File: src/rtl/l0_skew_buf.sv
// ============================================================================
// l0_skew_buf : multi-lane input FIFO for the array west edge, with lockstep
//               or diagonal-wavefront (skewed) read-out.
// Revision    : 1.0
// ============================================================================
`default_nettype none

module l0_skew_buf #(
  parameter int ROW   = 8,
  parameter int BW    = 4,
  parameter int DEPTH = 64
) (
  input  logic              clk,
  input  logic              reset,
  input  logic              wr,
  input  logic [ROW*BW-1:0] in,
  input  logic              rd,
  input  logic              mode,
  output logic [ROW*BW-1:0] out,
  output logic [ROW-1:0]    o_valid,
  output logic [ROW-1:0]    o_empty,
  output logic              o_full,
  output logic              o_ready
);

  localparam int AW = $clog2(DEPTH);
  localparam int PW = AW + 1;

  logic [BW-1:0]     mem_q [ROW][DEPTH];
  // All lanes are written together, so one write pointer serves every lane.
  logic [PW-1:0]     wr_ptr_q, wr_ptr_d;
  logic [PW-1:0]     rd_ptr_q [ROW];
  logic [PW-1:0]     rd_ptr_d [ROW];
  logic [ROW-1:0]    rd_en_q, rd_en_d;
  logic [ROW*BW-1:0] out_q, out_d;
  logic [ROW-1:0]    valid_q, valid_d;
  logic              mode_q, mode_d;
  logic [ROW-1:0]    full_w;
  logic [ROW-1:0]    pop_w;
  logic              wr_en;

  always_comb begin
    full_w  = '0;
    o_empty = '0;
    for (int i = 0; i < ROW; i++) begin
      o_empty[i] = (wr_ptr_q == rd_ptr_q[i]);
      full_w[i]  = (wr_ptr_q[AW-1:0] == rd_ptr_q[i][AW-1:0]) &&
                   (wr_ptr_q[AW] != rd_ptr_q[i][AW]);
    end
    o_full  = |full_w;
    o_ready = ~o_full;
    wr_en   = wr & ~o_full;
  end

  always_comb begin
    wr_ptr_d = wr_ptr_q + PW'(wr_en);
    pop_w    = '0;
    valid_d  = '0;
    out_d    = out_q;
    for (int i = 0; i < ROW; i++) begin
      rd_ptr_d[i] = rd_ptr_q[i];
      pop_w[i]    = rd_en_q[i] & ~o_empty[i];
      valid_d[i]  = pop_w[i];
      if (pop_w[i]) begin
        rd_ptr_d[i]       = rd_ptr_q[i] + PW'(1);
        out_d[i*BW +: BW] = mem_q[i][rd_ptr_q[i][AW-1:0]];
      end
    end
  end

  // Mode is only re-sampled once the enable chain is fully drained.
  always_comb begin
    mode_d     = (rd_en_q == '0) ? mode : mode_q;
    rd_en_d    = '0;
    rd_en_d[0] = rd;
    for (int i = 1; i < ROW; i++) begin
      rd_en_d[i] = mode_q ? rd_en_q[i-1] : rd;
    end
  end

  always_ff @(posedge clk) begin
    if (reset) begin
      wr_ptr_q <= '0;
      rd_en_q  <= '0;
      out_q    <= '0;
      valid_q  <= '0;
      mode_q   <= 1'b0;
      for (int i = 0; i < ROW; i++) rd_ptr_q[i] <= '0;
    end else begin
      wr_ptr_q <= wr_ptr_d;
      rd_en_q  <= rd_en_d;
      out_q    <= out_d;
      valid_q  <= valid_d;
      mode_q   <= mode_d;
      for (int i = 0; i < ROW; i++) rd_ptr_q[i] <= rd_ptr_d[i];
    end
  end

  always_ff @(posedge clk) begin
    if (wr_en) begin
      for (int i = 0; i < ROW; i++) begin
        mem_q[i][wr_ptr_q[AW-1:0]] <= in[i*BW +: BW];
      end
    end
  end

  assign out     = out_q;
  assign o_valid = valid_q;

endmodule

`default_nettype wire

File: config.mk
export PLATFORM = sky130hd
export DESIGN_NAME = l0_skew_buf
export DESIGN_NICKNAME = d
export VERILOG_FILES = /design/src/rtl/l0_skew_buf.sv
export SDC_FILE = /design/constraint.sdc
export NUM_CORES = 2
export LEC_CHECK = 0
export CAP_MARGIN = 10
export CORE_MARGIN = 4
export CORE_UTILIZATION = 45
export CTS_CLUSTER_SIZE = 20
export DETAILED_ROUTE_END_ITERATION = 10
export SYNTH_ARGS = -nofsm -noshare
export SYNTH_HDL_FRONTEND = slang
export SYNTH_SLANG_ARGS = --single-unit
export TNS_END_PERCENT = 20
File: constraint.sdc
create_clock -name clk -period 6.5 [get_ports clk]
set_input_delay 1.625 -clock clk [delete_from_list [all_inputs] [get_ports clk]]
set_output_delay 1.625 -clock clk [all_outputs]
set_load 0.01 [all_outputs]
# --- After elaboration in Yosys (flattened, before gate mapping) ---
# Memory sizes are Yosys's and may differ from the RTL's.
# Index checks and enable logic that the tools add are counted.
word_totals:
  mem_bits_rw: 2104
  in_bits: 37
  reg_bits: 56
  wordCells: 157
  memories: 2
  out_inout_bits: 50
classes:
  addsub: 9
  bitwise_logic: 35
  n_eq_ne: 24
  mux: 54
  n_reduce_logical: 11
  magnitude_cmp: 10
mem_list:
  columns: ["memory", "words", "word_bits", "rd", "rd_ports_with_merged_regs", "wr", "line", "rtl"]
  rows:
  - ["mem_q", 8, 256, 8, 0, 8, "29", "logic [BW-1:0] mem_q [ROW][DEPTH];"]
  - ["rd_ptr_q", 8, 7, 8, 0, 8, "32", "logic [PW-1:0] rd_ptr_q [ROW];"]
ops:
  columns: ["operator", "count"]
  rows:
  - ["$mux 256", 1]
  - ["$bmux 4 s6", 8]
  - ["$mux 7", 16]
  - ["$mux 4", 17]
  - ["$ge 7x7->1 const B", 9]
  - ["$not 6->7", 9]
  - ["$add 7x1->7 const B", 8]
  - ["$eq 7x7->1", 8]
  - ["$eq 6x6->1", 8]
  - ["$demux 4 s6", 1]
  - ["$mux 1", 11]
  - ["$and 1x1->1", 9]
  - ["$logic_and 1x1->1", 9]
  - ["$not 1->1", 9]
  - ["$logic_not 8->1", 1]
  - ["$ne 1x1->1", 8]
  - ["$or 1x1->1", 8]
  - ["$reduce_or 8->1", 1]
  - ["$add 7x1->7", 1]
  - ["$lt 7x1->1 const B", 1]

# --- Longest topological paths before layout ---
logic_depth:
  ltp_word: 7
  mapped_depth: 16
  mapped_depth_nobuf: 11

# --- Least setup slack after synthesis ---
# No wires, ideal clock.
synth_path:
  kind: "input port to flip-flop"
  start: "in wr"
  end: "mem mem_q[0][284] (netlist name) (enable)"
  path_buffers: 1
  setup_time_ps: 502
  t_arrival_ps: 5263
  required_ps: 5998
  stages: 4
  path_slack_ps: 735
  cell_sequence: "inv_1 -> or3_1 -> clkbuf_1 -> nor4_1"
synth_rtl:
  columns: ["element", "line", "rtl"]
  rows:
  - ["start: declaration", "15", "input logic wr,"]
  - ["end: declaration", "29", null]

# --- Worst setup path in the final report ---
layout_path:
  start: "reg wr_ptr_q[0]"
  end: "out o_full"
layout_via:
  elab_chain_len: 3
  word_cells_on_any_way: 17
  classes_between: "8 x eq/ne; 9 x reduce/logical"
layout_lines:
  columns: ["element", "line", "rtl"]
  rows:
  - ["start: declaration", "31", "logic [PW-1:0] wr_ptr_q, wr_ptr_d;"]
  - ["start signal: assignment", "90", "wr_ptr_q <= wr_ptr_d;"]
  - ["$eq 6x6->1", "47", "full_w[i] = (wr_ptr_q[AW-1:0] == rd_ptr_q[i][AW-1:0]) &&"]
  - ["$logic_and 1x1->1", "47", null]
  - ["$reduce_or 8->1 (*)", "50", "o_full = |full_w;"]
  - ["end: declaration", "22", "output logic o_full,"]
# Mark *: on every way between the ends. The rest lies on a longest branch, timed or not.

==> metrics.cfg <==
[detailed_routing]
vias_per_cell=6.124
routed_wl_um=236200
firstDrtPassIters=5
antenna_left=0
wl_per_cell_um=33.48
drc=0
drt_iter0_drc=5612
vias=43207

[setup_path]
cpPeakStageDelay_ns=0.78
critPathSlowestCell=dfxtp_2
crit_path_cell_trace=xor2_1, nor4_1, nand3b_1, o21ai_0, or3_4, clkdlybuf4s50_1
critPathMaxFanout=21
cp.arrival_ns=3.89
cp-end-kind=primary output
start_kind=register
crit_type=register to primary output
cp.required_ns=4.88

[cells_and_area]
num_antenna_cells=0
post-route-util_pct=51.46
synthToLayoutAreaGrowth_pct=13.45
finalNetCount=4438
stdcell_area_sq_um=95630
layout.cells.non_filler=7055
fillCellCount=14670
drive_gt1_share_pct=24.42

[logic_synthesis]
synth_fp_nets=4189
yosysSeqAreaShare_pct=75.62
synth_edf_count=2048
synth_cell_types=61
synth_area_per_cell_sq_um=20.35
ys.flop_type=edfxtp_1
ys_ff_latch=2160
synth_cells=4142
ys_warn_count=0
async_flop_share_pct=0
synthesis.area_sq_um=84290

[clock_network]
clockRootBuffer=clkbuf_16
cts_tree=done
clock_latency_ns=0.85
ctsHoldBuffers=0
cts_buffer_depth=3
cts_buffers=214
clk_pin_slew_ns=0.07
clock-sinks=2160
cts_htree_levels=4
postCtsSetupBuffers=0
cts_resized=0

[grt]
grt_pass1_vias=42014
grt_max_degree=66
gr-total-overflow=0
grt_pass1_wl_um=331400
grtUsageTotal_pct=24.32
grt_antenna_before_repair=3

[power]
p_leak_nw=29.27
clockPowerShare_pct=42.1
combPwrFrac_pct=5.2
power_density_nw_per_um2=305.9
vdd_ir_drop_max_mv=0.3097
swShare_pct=21.75
p_seq_share_pct=52.7
p_int_mw=22.89
power_switching_mw=6.362
fin_total_pwr_mw=29.25

[timing]
slew_headroom_pct=12.97
hold_viol_final=0
fin_crit_ns=5.513
report.final.slew_viol_count=0
fin_tns_setup_ns=0
finalCritPeriodShare_pct=84.81
clock.fmax_ghz=0.1814
finalClockSkew_ns=0.06437
setup_viol=0
worst_pin_slew_ns=1.301
rsz0062_at_grt=no

[hold_path]
min_path_type=register to register

[run]
cap_violations=0

[placement]
port_buffers=86
postPlaceCellArea_sq_um=88470
dp.cells=6652
place_congestion=0.8852
dp_hpwl_um=148000

[floorplanning]
ioPinCount=87
fp-row-count=158
fp.dieW_um=440.8
die_h_um=440.8
dieArea_sq_um=194300
core_sq_um=185800
start_util_pct=45.36

[run_status]
outcome=complete, no violations

path summary, 6_finish.rpt:
kind	start	cells past startpoint	slack, ns	end
max reg2reg	wr_ptr_q[6]	7	2.22	mem_q[1][782]
min	rd_en_q[1]	2	0.49	rd_en_q[2]
max	wr_ptr_q[0]	6	0.99	o_full
min reg2reg	rd_en_q[1]	2	0.49	rd_en_q[2]
flip-flops by register name (all words and copies together) (netlist names):
register / cells
mem_q: 2048
mode_q: 1
o_valid: 8
out: 32
rd_en_q: 8
rd_ptr_q: 56
wr_ptr_q: 7
layout make-up:
cell class | instances | area [sq um] | share of cell area, %
clock inverter | 125 | 1315 | 1.375
timing repair buffer | 283 | 2276 | 2.380
tap | 2480 | 3103 | 3.245
sequential | 2160 | 63800 | 66.72
clock buffer | 275 | 5767 | 6.031
inverter | 22 | 82.58 | 0.08636
multi-input combinational | 1710 | 19280 | 20.17
cell families after synthesis:
family / Yosys count / share of synthesized area [%]
flops: 2160 / 75.62
mux: 698 / 14.83
simple gates: 547 / 3.211
compound gates: 350 / 3.086
buf+inv: 272 / 1.989
xor+xnor: 105 / 1.118
fa+ha+maj: 10 / 0.1484
per-stage QoR:
step                      hold slack [ns]  setup slack [ns]
final                              0.4926            0.9873
after global routing               0.5083            0.8420
after CTS                          0.4822            0.8995
after detailed placement           0.4820             1.840
after global placement             0.4755             1.699
after floorplan                    0.4514            0.7349
cells in the final DEF, fill, tap and decap left out, drive strengths merged, types with 28 or more instances in the layout:
master         instances
edfxtp              2048
mux4                 435
clkbuf               275
mux2i                235
buf                  230
nor2                 167
dfxtp                112
nand2                 92
clkinv                90
xor2                  81
a21oi                 69
clkdlybuf4s50         53
nor3                  52
o221ai                51
nand3                 43
a22oi                 41
nor2b                 34
nor4                  34
a211oi                32
a221oi                32
o21ai                 29
mux2                  28
worst max-delay path, delay by kind of cell, from the launching register on:
family / cells / cell delay [ns]
simple gates: 3 / 1.25
compound gates: 1 / 0.24
xor+xnor: 1 / 0.13
buf+inv: 1 / 0.62
flops: 1 / 0.78
layer usage:
metal | track usage, % | up-vias | wire (um)
met5 | 0 | - | 7
met4 | 7.300 | 2 | 7388
met3 | 4.730 | 338 | 20530
met2 | 38.48 | 2172 | 112900
met1 | 34.51 | 23050 | 95390
li1 | - | 17645 | -
cell usage after synthesis, types with 51 or more instances:
cell type	n	area, sq um
edfxtp_1	2048	61500
mux4_2	426	9594
mux2i_1	235	2352
nor2_1	167	626.9
dfxtp_1	112	2242
nand2_1	92	345.3
buf_2	79	395.4
xor2_1	78	683.2
clkbuf_1	70	262.8
a21oi_1	69	345.3
buf_4	53	397.9
nor3_1	51	255.2
o221ai_1	51	446.7
power groups by stage:
stage | combinational [mW] | sequential (mW) | clock [mW]
2_1_floorplan | 0.902 | 15.6 | 0
3_3_place_gp | 1.53 | 15.7 | 0
3_5_place_dp | 1.54 | 15.7 | 0
4_1_cts | 1.54 | 15.4 | 12.5
5_1_grt | 1.61 | 15.4 | 13.1
6_report | 1.53 | 15.4 | 12.3
Note: power is estimated with default switching activity, not from simulation.
